[src/rtl/gpr_rank_sched.sv]
// Round-robin scheduler granting NREQ requesters read-modify-write
// access to a GPR file: IDLE grants, READ fetches, WRITE commits.
module gpr_rank_sched #(
    parameter int BW    = 6,
    parameter int COUNT = 32,
    parameter int ADDR  = $clog2(COUNT),
    parameter int NREQ  = 4
) (
    input  logic                 clk,
    input  logic                 reset,
    input  logic [NREQ-1:0]      req,
    input  logic [2*NREQ-1:0]    req_op,
    input  logic [NREQ*ADDR-1:0] req_addr,
    input  logic [NREQ*BW-1:0]   req_data,
    output logic [NREQ-1:0]      gnt,
    output logic [NREQ-1:0]      done,
    output logic [BW-1:0]        rd_data,
    output logic                 gpr_we_n,
    output logic [ADDR-1:0]      gpr_w_addr,
    output logic [BW-1:0]        gpr_w_data,
    output logic [ADDR-1:0]      gpr_r1_addr,
    input  logic [BW-1:0]        gpr_r1_data
);

    localparam int PW = (NREQ > 1) ? $clog2(NREQ) : 1;

    localparam logic [1:0] OP_WRITE = 2'b00;
    localparam logic [1:0] OP_INCR  = 2'b01;
    localparam logic [1:0] OP_DECR  = 2'b10;
    localparam logic [1:0] OP_READ  = 2'b11;

    localparam logic [BW-1:0] MAXV = '1;

    typedef enum logic [1:0] {
        IDLE,
        READ,
        WRITE
    } state_t;

    state_t          state;
    logic [PW-1:0]   ptr;
    logic [1:0]      l_op;
    logic [ADDR-1:0] l_addr;
    logic [BW-1:0]   l_data;
    logic [NREQ-1:0] l_who;
    logic            we_n_q;
    logic [NREQ-1:0] done_q;

    logic [NREQ-1:0] hi;
    logic [NREQ-1:0] sel;
    logic [PW-1:0]   win;
    logic            found;
    logic [1:0]      s_op;
    logic [ADDR-1:0] s_addr;
    logic [BW-1:0]   s_data;
    logic [BW-1:0]   nv;

    // Round-robin pick: requests at or above ptr first, then wrap to 0.
    always_comb begin
        hi     = '0;
        sel    = '0;
        win    = '0;
        found  = 1'b0;
        s_op   = '0;
        s_addr = '0;
        s_data = '0;
        for (int i = 0; i < NREQ; i++) begin
            hi[i] = req[i] && (i >= int'(ptr));
        end
        for (int i = 0; i < NREQ; i++) begin
            if (!found && hi[i]) begin
                found  = 1'b1;
                sel[i] = 1'b1;
                win    = PW'(i);
                s_op   = req_op[2*i +: 2];
                s_addr = req_addr[ADDR*i +: ADDR];
                s_data = req_data[BW*i +: BW];
            end
        end
        for (int i = 0; i < NREQ; i++) begin
            if (!found && req[i]) begin
                found  = 1'b1;
                sel[i] = 1'b1;
                win    = PW'(i);
                s_op   = req_op[2*i +: 2];
                s_addr = req_addr[ADDR*i +: ADDR];
                s_data = req_data[BW*i +: BW];
            end
        end
    end

    // New GPR value from the old one; INCR/DECR saturate at the rails.
    always_comb begin
        nv = gpr_r1_data;
        unique case (l_op)
            OP_WRITE: nv = l_data;
            OP_INCR:  if (gpr_r1_data != MAXV) nv = gpr_r1_data + 1'b1;
            OP_DECR:  if (gpr_r1_data != '0) nv = gpr_r1_data - 1'b1;
            default:  nv = gpr_r1_data;
        endcase
    end

    // Reset masks the write strobe and pulses in the very cycle it rises.
    assign gnt      = (state == IDLE && !reset) ? sel : '0;
    assign done     = reset ? '0 : done_q;
    assign gpr_we_n = we_n_q | reset;

    // Scheduler FSM with registered GPR-side outputs.
    always_ff @(posedge clk) begin
        if (reset) begin
            state       <= IDLE;
            ptr         <= '0;
            l_op        <= '0;
            l_addr      <= '0;
            l_data      <= '0;
            l_who       <= '0;
            we_n_q      <= 1'b1;
            done_q      <= '0;
            rd_data     <= '0;
            gpr_w_addr  <= '0;
            gpr_w_data  <= '0;
            gpr_r1_addr <= '0;
        end else begin
            unique case (state)
                IDLE: begin
                    if (found) begin
                        state       <= READ;
                        l_op        <= s_op;
                        l_addr      <= s_addr;
                        l_data      <= s_data;
                        l_who       <= sel;
                        gpr_r1_addr <= s_addr;
                        ptr <= (int'(win) == NREQ - 1) ? '0 : win + 1'b1;
                    end
                end
                READ: begin
                    state      <= WRITE;
                    rd_data    <= gpr_r1_data;
                    gpr_w_addr <= l_addr;
                    gpr_w_data <= nv;
                    we_n_q     <= (l_op == OP_READ);
                    done_q     <= l_who;
                end
                WRITE: begin
                    state  <= IDLE;
                    we_n_q <= 1'b1;
                    done_q <= '0;
                end
                default: state <= IDLE;
            endcase
        end
    end

endmodule

[config.mk]
export PLATFORM = sky130hd
export DESIGN_NAME = gpr_rank_sched
export DESIGN_NICKNAME = d
export VERILOG_FILES = /design/src/rtl/gpr_rank_sched.sv
export SDC_FILE = /design/constraint.sdc
export NUM_CORES = 1
export LEC_CHECK = 0
export ABC_AREA = 1
export ABC_CLOCK_PERIOD_IN_PS = 1350
export BUFFER_PORTS_ARGS = -buffer_cell sky130_fd_sc_hd__buf_2
export CORE_MARGIN = 2
export CORE_UTILIZATION = 47
export CTS_CLUSTER_DIAMETER = 30
export DETAILED_ROUTE_END_ITERATION = 8
export GPL_ROUTABILITY_DRIVEN = 0
export GPL_TIMING_DRIVEN = 0
export PLACE_DENSITY_LB_ADDON = 0.2
export SYNTH_ARGS = -nofsm -noshare
export SYNTH_HDL_FRONTEND = slang
export SYNTH_SLANG_ARGS = --single-unit
export TNS_END_PERCENT = 10
[constraint.sdc]
create_clock -name clk -period 1.35 [get_ports clk]
set_input_delay 0.135 -clock clk [delete_from_list [all_inputs] [get_ports clk]]
set_output_delay 0.135 -clock clk [all_outputs]
set_load 0.01 [all_outputs]
# After elaboration in Yosys (flattened, before gate mapping)

Index checks and enable logic that the tools add are counted.

Output and inout bits: 31
Bits of input ports: 64
Register bits after elaboration: 43
Logic and storage cells: 106

Muxes and demuxes: 56
Bitwise operators: 1
Order comparisons: 3
Reduce and logical (&&, ||, !) cells: 24
$add $sub $neg: 3
Eq/ne operators: 8

Operators by type and width:

| operator                                                                           | count |
|---|---|
| 6-bit 2-to-1 mux                                                                   | 10 |
| 5-bit 2-to-1 mux                                                                   | 8 |
| 2-bit 2-to-1 mux                                                                   | 16 |
| 6-bit case mux with 3 select lines                                                 | 1 |
| 1-bit 2-to-1 mux                                                                   | 16 |
| 1-bit logical AND                                                                  | 11 |
| 1-bit zero test                                                                    | 8 |
| 4-bit 2-to-1 mux                                                                   | 2 |
| 4-bit case mux with 2 select lines                                                 | 1 |
| 6-bit by 1-bit adder with 6-bit output, second input constant                      | 1 |
| 2-bit by 1-bit equality test with 1-bit output, second input constant              | 3 |
| 2-bit equality test, second input constant                                         | 3 |
| 6-bit inequality test, second input constant                                       | 1 |
| 6-bit nonzero test                                                                 | 1 |
| 6-bit by 1-bit subtractor with 6-bit output, second input constant                 | 1 |
| 1-bit by 2-bit greater-or-equal comparator with 1-bit output, first input constant | 2 |
| 2-bit zero test                                                                    | 2 |
| 2-bit case mux with 2 select lines                                                 | 1 |
| 2-bit by 1-bit adder with 2-bit output, second input constant                      | 1 |
| 2-bit greater-or-equal comparator, first input constant                            | 1 |
| 2-bit inequality test, second input constant                                       | 1 |
| 1-bit case mux with 2 select lines                                                 | 1 |
| 2-bit AND reduction                                                                | 1 |
| 2-bit nonzero test                                                                 | 1 |
| 1-bit bitwise OR                                                                   | 1 |

# Logic depth before layout (Yosys ltp)

Gate-level depths: netlist of run 1.

Depth in word-level cells: 26
Mapped depth: 12
Mapped depth without buffers: 11

# Least setup slack after synthesis of run 1

No wires, ideal clock.

Path type: flip-flop to flip-flop
Start: reg ptr[0]
End: reg l_who[3]
Cell stages (with the launch flop): 9
Required time: 1.234 ns
Arrival: 1.305 ns
Period minus slack after synthesis: 1.421 ns
Setup slack: -0.071 ns
Setup time: 0.116 ns
Buffers on the path: 1
Path through: dfxtp_1 -> nor2_1 -> nand2_2 -> nand2_4 -> inv_2 -> buf_2 -> nand3_1 -> nor2_1 -> a31o_2

Cells in the longest elaborated chain, start to end: 25
Elaborated cells between the ends (all ways): 31
Classes of those cells: 3 x order compare; 10 x mux; 18 x reduce/logical

RTL lines:

| what                                                         | RTL line | RTL |
|---|---|---|
| start, declared                                              | 41       | `logic [PW-1:0] ptr;` |
| start signal, assigned                                       | 133      | `ptr <= (int'(win) == NREQ - 1) ? '0 : win + 1'b1;` |
| 1-bit by 2-bit greater-or-equal comparator with 1-bit output | 68       | `hi[i] = req[i] && (i >= int'(ptr));` |
| 1-bit logical AND                                            | 68       |  |
| 1-bit 2-to-1 mux                                             | 71       | `if (!found && hi[i]) begin` |
| 1-bit zero test                                              | 71       |  |
| 1-bit logical AND                                            | 71       |  |
| 1-bit 2-to-1 mux                                             | 71       |  |
| 1-bit zero test                                              | 71       |  |
| 1-bit logical AND                                            | 71       |  |
| [9 not listed]                                               | n/a      |  |
| 1-bit 2-to-1 mux                                             | 81       | `if (!found && req[i]) begin` |
| 1-bit zero test                                              | 81       |  |
| 1-bit logical AND                                            | 81       |  |
| 1-bit 2-to-1 mux                                             | 81       |  |
| 1-bit zero test                                              | 81       |  |
| 1-bit logical AND                                            | 81       |  |
| 1-bit 2-to-1 mux                                             | 81       |  |
| 2-bit AND reduction (no line)                                | n/a      |  |
| end signal, assigned                                         | 131      | `l_who <= sel;` |
| end, declared                                                | 45       | `logic [NREQ-1:0] l_who;` |

Mark *: on every way between the ends. The rest lies on a longest branch, timed or not.
A chain may end at the register's enable or synchronous reset.

# Worst setup path in the final report of run 1

Start: reg ptr[1]
End: out gnt[0]

Cells in the longest elaborated chain, start to end: 16
Elaborated cells between the ends (all ways): 20
Classes of those cells: 3 x order compare; 6 x mux; 11 x reduce/logical

RTL lines:

| what                                                         | RTL line | RTL |
|---|---|---|
| 1-bit by 2-bit greater-or-equal comparator with 1-bit output | 68       |  |
| 1-bit logical AND                                            | 68       |  |
| 1-bit 2-to-1 mux                                             | 71       |  |
| 1-bit zero test                                              | 71       |  |
| 1-bit logical AND                                            | 71       |  |
| 1-bit 2-to-1 mux                                             | 71       |  |
| 1-bit zero test                                              | 71       |  |
| 1-bit logical AND                                            | 71       |  |
| 1-bit 2-to-1 mux                                             | 71       |  |
| 1-bit zero test                                              | 71       |  |
| 1-bit logical AND                                            | 71       |  |
| 1-bit 2-to-1 mux                                             | 71       |  |
| 1-bit zero test                                              | 81       |  |
| 1-bit logical AND                                            | 81       |  |
| 1-bit 2-to-1 mux *                                           | 81       |  |
| 4-bit 2-to-1 mux *                                           | 104      | `assign gnt = (state == IDLE && !reset) ? sel : '0;` |
| end, declared                                                | 15       | `output logic [NREQ-1:0] gnt,` |

Marked as above.

==> results by group, run 1 <==
Synthesis
  – Synthesized area per cell: about 6 um^2
  – Count of unique library cells instantiated by Yosys: 30
  – Area leader, netlist: dfxtp_1
  – FF+latch count, synth: 43
  – Synthesized cell area: 3162 um^2
  – Sequential area share after synthesis: roughly 27%
  – Top cells by area, synth: dfxtp_1 27%, nand2_1 14%, inv_1 8.9%, nand3_1 8.9%, nand4_1 8.5%
  – Syn_nets: 600
  – Post-synth top area share: a little over a quarter
  – Synth Flop Type: dfxtp_1
  – Yosys warning total: 0
  – Cells after synthesis: 528
  – Number of flops mapped to enable cells by yosys: 0
  – Asr flop ratio synth: 0%

Setup path
  – Reg2reg start: ptr[1]
  – Crit Path Class: reg2out
  – Crit. End Element: output port
  – Crit path to: gnt[0]
  – Worst R2R Path Depth: 11
  – Max FO, Critical Path: 7
  – R2R Path End: l_data[0]
  – Worst reg-to-reg setup slack: -0.29 ns
  – Critical Path RT: 1.22 ns
  – Critical Path Start Type: register
  – Crit path DAT: 1.60 ns
  – CP startpoint: ptr[1]

Global routing
  – Pin count of the biggest net entering global routing: 15
  – Initial antenna violation count: 0
  – Met2 GRT Util: 41.44%
  – Vias in the first global route: between 3,000 and 4,000
  – Met3 usage in global routing: 2.887%
  – Met1 Track Usage GR: between 30% and 40%
  – GRT overflow: 0
  – Tot GR Track Use: about a quarter
  – First-pass GRT wire length: 14,730 um
  – GRT Max-Usage Layer: met2

STA
  – Final Hold Fails: 0
  – Fmax: 0.5750 GHz
  – Max Slew Vio Count: 0
  – Layout Skew: 0.008595 ns
  – Setup TNS: -6.703 ns
  – # setup viols final: 25
  – Final Cycle Share: 128.8%
  – Unrepaired setup endpoints after global routing: yes
  – Minimum clock period after layout: 1.739 ns
  – Slew @ Worst Pin: around 0.57 ns
  – Final setup margin: -0.3892 ns
  – Worst slew margin: 62.12%

Final layout
  – Post-route cell area: 4120 um^2
  – Commonest non-fill, non-tap cell in the layout: nand2_1
  – Layout cells sized above 1: between 20% and 30%
  – Final nets: roughly 710
  – Final Util: 64.15%
  – Antenna cells: 0
  – Synth-to-layout area growth: 30.31%
  – Commonest cells after routing, fill and taps aside: 115 x nand2_1, 91 x buf_2, 71 x inv_1, 59 x nor2_1, 54 x nand3_1
  – Final std cells w/o fill: between 700 and 800

Route
  – DRC: 0
  – Final WL: ~9000 um
  – Routed vias/inst: 5.206
  – Final antenna-violating net count: 0
  – Router iterations before antenna repair: 5
  – Drt initial violations: around 160
  – Via count: 3,717
  – DR WL/cell: between 10 and 15 um

Power and ir drop
  – Flop pwr share: 35.4%
  – Internal: 2785 uW
  – Pwr Total: 4294 uW
  – Net switching fraction of the power: 35.13%
  – Pwr/cell area: 1042 nW/um^2
  – Comb pwr share: a little over a third
  – Peak supply drop: 408.1 uV
  – Clk pwr share: 28.1%
  – Leak: 0.002229 uW
  – NetSw: 1508 uW

Clock tree
  – Skew-Pair Late Insertion Delay: around 0.3 ns
  – Clk root buf: clkbuf_8
  – CTS Buffer Depth: 2
  – Cts hold-fix bufs: 0
  – Clk slew on worst S/H paths: 0.09 ns
  – Clock sinks: 43
  – TritonCTS clock tree: done
  – CTS buffer count: 5
  – CTS H-tree depth: 2

Hold path
  – Hold path cells: 3
  – Worst min path class: in2reg

Place
  – Detailed placement HPWL: 6930 um
  – Dpl cells: a little under 700
  – Port bufs: 90
  – Placement Cell Area: 3727 um^2

Outcome
  – Failing checks: negative setup slack
  – Status: complete, but fails checks

Die
  – Core area: 6422 um^2
  – Die Span Y: 86.02 um
  – # IOs: 95
  – Num rows: 29
  – Starting Density: 49.23%
  – Die area: 7399 um^2
  – Overall die width: 86.02 um

Run
  – Max Cap Violations: 0
[final cells by class]
cell class                 count  area (um^2)
buffer                        29        206.4
clock buffer                   5        68.82
clock inverter                 3        67.56
fill                         617         2302
inverter                      77        291.5
multi-input combinational    379         1973
sequential                    43        870.8
tap                           77        96.34
timing repair buffer         101        545.5
[sequential cells by signal (all words and copies together) (netlist names)]
signal      flops
done_q          4
gpr_w_addr      5
gpr_w_data      6
l_addr          5
l_data          6
l_op            2
l_who           4
ptr             2
rd_data         6
state           2
we_n_q          1
[per-stage QoR]
stage,setup slack [ns],hold slack [ns]
after CTS,-0.3812,0.1811
final,-0.3892,0.1947
after floorplan,-0.04040,0.3023
after global placement,-0.3358,0.4482
after global routing,-0.4583,0.2027
after detailed placement,-0.3520,0.4492
[cells by family after synthesis]
kind of cell,after synthesis,synth area share (%)
xor+xnor,2,0.5541
simple gates,296,43.45
fa+ha+maj,8,3.166
flops,43,27.23
buf+inv,106,13.65
compound gates,73,11.95
[cells in the mapped netlist (2+ instances only)]
library cell    n
nand2_1       118
inv_1          75
nor2_1         68
nand3_1        56
dfxtp_1        43
nand4_1        43
a21oi_1        42
o21ai_0        26
clkbuf_1       15
buf_2           8
ha_1            8
nand2_2         3
nand2_4         3
buf_4           2
buf_6           2
inv_2           2
[worst min path at each step]
stage / start / to / slack [ns]
final: gpr_r1_data[2] / rd_data[2] / 0.19
after global placement: we_n_q / we_n_q / 0.45
after floorplan: gpr_r1_data[2] / rd_data[2] / 0.30
after detailed placement: we_n_q / we_n_q / 0.45
after CTS: gpr_r1_data[2] / rd_data[2] / 0.18
after global routing: gpr_r1_data[2] / rd_data[2] / 0.20
[per-layer routing]
metal / routed length, um / vias to the layer above / share of wire [%]
li1: - / 1933 / -
met1: 4062 / 1631 / 45
met2: 4333 / 139 / 48
met3: 576 / 14 / 6.3
met4: 133 / 0 / 1.5
met5: 0 / - / 0
[repair_timing]
item,4_1_cts,5_1_grt
endpoints found under the setup margin,42,42
setup buffers,6,5
pin swaps,19,7
resized for setup,36,24
[power groups by stage]
stage | Sequential [uW] | Combinational [uW] | Clock (uW)
2_1_floorplan | 1560 | 906 | 0
4_1_cts | 1510 | 1480 | 1210
3_3_place_gp | 1530 | 1350 | 0
6_report | 1520 | 1570 | 1210
5_1_grt | 1540 | 1740 | 1260
3_5_place_dp | 1540 | 1370 | 0
[worst max-delay path, cell delays in order (launching register included)]
cell	delay (ns)
dfxtp_4	0.40
nand2_4	0.06
nand2_4	0.08
nand2_4	0.07
buf_12	0.13
nor2_8	0.18
o21ai_4	0.09
nor2_1	0.14
buf_2	0.14
Power figures use the tool's default switching activity.
==> inputs of run 2 (changes only) <==
--- a/config.mk
+++ b/config.mk
@@ -5,11 +5,10 @@
 export SDC_FILE = /design/constraint.sdc
 export NUM_CORES = 1
 export LEC_CHECK = 0
-export ABC_AREA = 1
 export ABC_CLOCK_PERIOD_IN_PS = 1350
 export BUFFER_PORTS_ARGS = -buffer_cell sky130_fd_sc_hd__buf_2
 export CORE_MARGIN = 2
-export CORE_UTILIZATION = 47
+export CORE_UTILIZATION = 48
 export CTS_CLUSTER_DIAMETER = 30
 export DETAILED_ROUTE_END_ITERATION = 8
 export GPL_ROUTABILITY_DRIVEN = 0
==> results by group, run 2 <==
Outcome
  – Status: complete, but fails checks (unchanged)
  – Failing checks: negative setup slack (unchanged)

Clock tree
  – CTS H-tree depth: 2 (unchanged)
  – CTS Buffer Depth: 2 (unchanged)
  – Clk root buf: clkbuf_8 (unchanged)
  – Cts hold-fix bufs: 0 (unchanged)
  – Clock sinks: 43 (unchanged)
  – TritonCTS clock tree: done (unchanged)
  – Clk slew on worst S/H paths: 0.08 ns (was 0.09 ns)
  – CTS buffer count: 5 (unchanged)
  – Skew-Pair Late Insertion Delay: 0.30 ns (about the same)

Hold path
  – Worst min path class: in2reg (unchanged)

Global routing
  – Tot GR Track Use: 26.70% (was 24.13%)
  – First-pass GRT wire length: 16,190 um (was 14,730 um)
  – Pin count of the biggest net entering global routing: 13 (was 15)
  – GRT overflow: 0 (unchanged)
  – Initial antenna violation count: 0 (unchanged)
  – Vias in the first global route: 3,500 (was 3,326)

Final layout
  – Commonest cells after routing, fill and taps aside: 88 x buf_2, 48 x nand3_1, 39 x dfxtp_1, 32 x buf_4, 26 x a221o_1 (was 115 x nand2_1, 91 x buf_2, 71 x inv_1, 59 x nor2_1, 54 x nand3_1)
  – Multi-input logic area: 2327 um^2 (was 1973 um^2)
  – Layout fillers: 526 (was 617)
  – Final Util: 69.10% (was 64.15%)
  – Commonest non-fill, non-tap cell in the layout: buf_2 (was nand2_1)
  – Sequential Area: 870.8 um^2 (unchanged)
  – Antenna cells: 0 (unchanged)
  – Post-route cell area: 4463 um^2 (was 4120 um^2)
  – Layout cells sized above 1: 40.77% (was 26.22%)
  – Final nets: 592 (was 708)
  – Top flop regs: gpr_w_data (6), l_data (6), rd_data (6) (unchanged)
  – Synth-to-layout area growth: 37.67% (was 30.31%)

Route
  – DRC: 0 (unchanged)
  – Final antenna-violating net count: 0 (unchanged)
  – Via count: 3,673 (was 3,717)
  – Drt initial violations: 166 (was 159)
  – Router iterations before antenna repair: 5 (unchanged)
  – Final WL: 10,430 um (was 9105 um)
  – DR WL/cell: 17.46 um (was 12.75 um)
  – Routed vias/inst: 6.152 (was 5.206)

Power and ir drop
  – Flop pwr share: 36.8% (was 35.4%)
  – NetSw: 1444 uW (was 1508 uW)
  – Pwr/cell area: 917.1 nW/um^2 (was 1042 nW/um^2)
  – Internal: 2649 uW (was 2785 uW)
  – Net switching fraction of the power: 35.27% (was 35.13%)
  – Clk pwr share: 20.3% (was 28.1%)
  – Peak supply drop: 401.0 uV (was 408.1 uV)
  – Leak: 0.001886 uW (was 0.002229 uW)
  – Comb pwr share: 42.9% (was 36.5%)

Synthesis
  – Number of flops mapped to enable cells by yosys: 0 (unchanged)
  – Synth cell count leaders: 49 x nand3_1, 43 x dfxtp_1, 28 x nor2_1 (was 118 x nand2_1, 75 x inv_1, 68 x nor2_1)
  – Post-synth top area share: 26.55% (was 27.23%)
  – Synthesized cell area: 3242 um^2 (was 3162 um^2)
  – Synthesized area per cell: 8.166 um^2 (was 5.988 um^2)
  – Top cells by area, synth: dfxtp_1 27%, a221o_1 8.0%, nand3_1 7.6%, a311oi_1 4.3%, mux2i_1 4.3% (was dfxtp_1 27%, nand2_1 14%, inv_1 8.9%, nand3_1 8.9%, nand4_1 8.5%)
  – Synth Flop Type: dfxtp_1 (unchanged)
  – Asr flop ratio synth: 0% (unchanged)
  – FF+latch count, synth: 43 (unchanged)
  – Sequential area share after synthesis: 26.55% (was 27.23%)
  – Cells after synthesis: 397 (was 528)
  – Most common cell in the netlist: nand3_1 (was nand2_1)
  – Syn_nets: 469 (was 600)
  – Count of unique library cells instantiated by Yosys: 53 (was 30)
  – Area leader, netlist: dfxtp_1 (unchanged)
  – Yosys warning total: 0 (unchanged)

Setup path
  – Crit path DAT: 1.96 ns (was 1.60 ns)
  – Crit Path Class: reg2reg (was reg2out)
  – Critical Path Start Type: register (unchanged)
  – Crit. End Element: register (was output port)
  – Max FO, Critical Path: 10 (was 7)
  – Critical Path RT: 1.54 ns (was 1.22 ns)

Place
  – Detailed placement HPWL: 7215 um (was 6930 um)
  – Port bufs: 87 (was 90)
  – Placement Cell Area: 3842 um^2 (was 3727 um^2)

STA
  – Final Hold Fails: 0 (unchanged)
  – Final setup margin: -0.4168 ns (was -0.3892 ns)
  – Setup TNS: -6.584 ns (was -6.703 ns)
  – # setup viols final: 23 (was 25)
  – Max Slew Vio Count: 0 (unchanged)
  – Slew @ Worst Pin: 0.5363 ns (was 0.5683 ns)
  – Fmax: 0.5660 GHz (was 0.5750 GHz)
  – Worst slew margin: 64.25% (was 62.12%)
  – Layout Skew: 0.004891 ns (was 0.008595 ns)
  – Minimum clock period after layout: 1.767 ns (was 1.739 ns)
  – Unrepaired setup endpoints after global routing: yes (unchanged)
  – Final Cycle Share: 130.9% (was 128.8%)

Run
  – Max Cap Violations: 0 (unchanged)

Die
  – Overall die width: 86.18 um (was 86.02 um)
  – Die area: 7427 um^2 (was 7399 um^2)
  – Starting Density: 50.19% (was 49.23%)
  – Num rows: 29 (unchanged)
  – Die Span Y: 86.18 um (was 86.02 um)
  – # IOs: 95 (unchanged)
  – Core area: 6459 um^2 (was 6422 um^2)
-- run 2: worst paths after layout --
| kind | startpoint | to | slack [ns] | cells past startpoint |
|---|---|---|---|---|
| setup / recovery | ptr[0] | l_data[4] | -0.42 | 7 |
| hold / removal | req_data[17] | l_data[5] | 0.20 | 3 |
| setup reg to reg | ptr[0] | l_data[4] | -0.42 | 7 |
| hold reg to reg | done_q[1] | done_q[1] | 0.47 | 2 |
-- run 2: power by group through the flow --
stage	sequential, uW	clock (uW)	combinational (uW)
3_3_place_gp	1510	0	1350
3_5_place_dp	1520	0	1370
6_report	1510	831	1760
2_1_floorplan	1520	0	941
4_1_cts	1500	845	1590
5_1_grt	1520	879	1890
-- run 2: cell type report --
cell class	count	area share (%)
timing repair buffer	116	15.22
clock buffer	6	1.850
clock inverter	1	0.1121
tap	77	2.159
multi-input combinational	306	52.14
inverter	9	0.9812
sequential	43	19.51
buffer	39	8.018
-- run 2: per-stage QoR --
step | std cells | setup slack [ns] | hold WS, ns | power (uW)
2_1_floorplan | 397 | -0.1836 | 0.2825 | 2464
5_1_grt | 597 | -0.4677 | 0.2120 | 4291
4_1_cts | 587 | -0.4571 | 0.1946 | 3929
3_5_place_dp | 561 | -0.4480 | 0.4544 | 2889
3_3_place_gp | 561 | -0.4303 | 0.4464 | 2862
6_report | 597 | -0.4168 | 0.2024 | 4093
-- run 2: cell families after synthesis --
logic type	after synthesis	share of synthesized area [%]
flip-flops	43	26.55
buffers and inverters	48	7.989
adder cells (fa/ha/maj)	8	3.088
XOR/XNOR	4	1.081
AO/OA/AOI/OAI	128	30.45
multiplexers	15	4.670
AND/OR/NAND/NOR	151	26.17
-- run 2: repair_timing --
| item | in CTS | in global routing |
|---|---|---|
| gates resized for setup | 63 | 32 |
| setup buffers | 18 | 10 |
| setup endpoints to repair | 45 | 30 |
| pin swaps | 8 | 13 |
| cloned | 1 | 0 |
-- run 2: per-layer routing --
layer	track usage, %	part of all wire (%)	vias to the layer above
met3	3.333	7.2	36
li1	-	-	1740
met5	0	0	-
met4	11.08	3.1	0
met2	45.03	48	204
met1	34.55	42	1693
-- run 2: worst max-delay path, stage by stage (launching register included) --
cell,delay [ns]
dfxtp_2,0.33
buf_6,0.13
buf_4,0.13
a2bb2oi_2,0.19
nor3b_2,0.10
buf_6,0.15
a221o_1,0.32
a221o_1,0.31
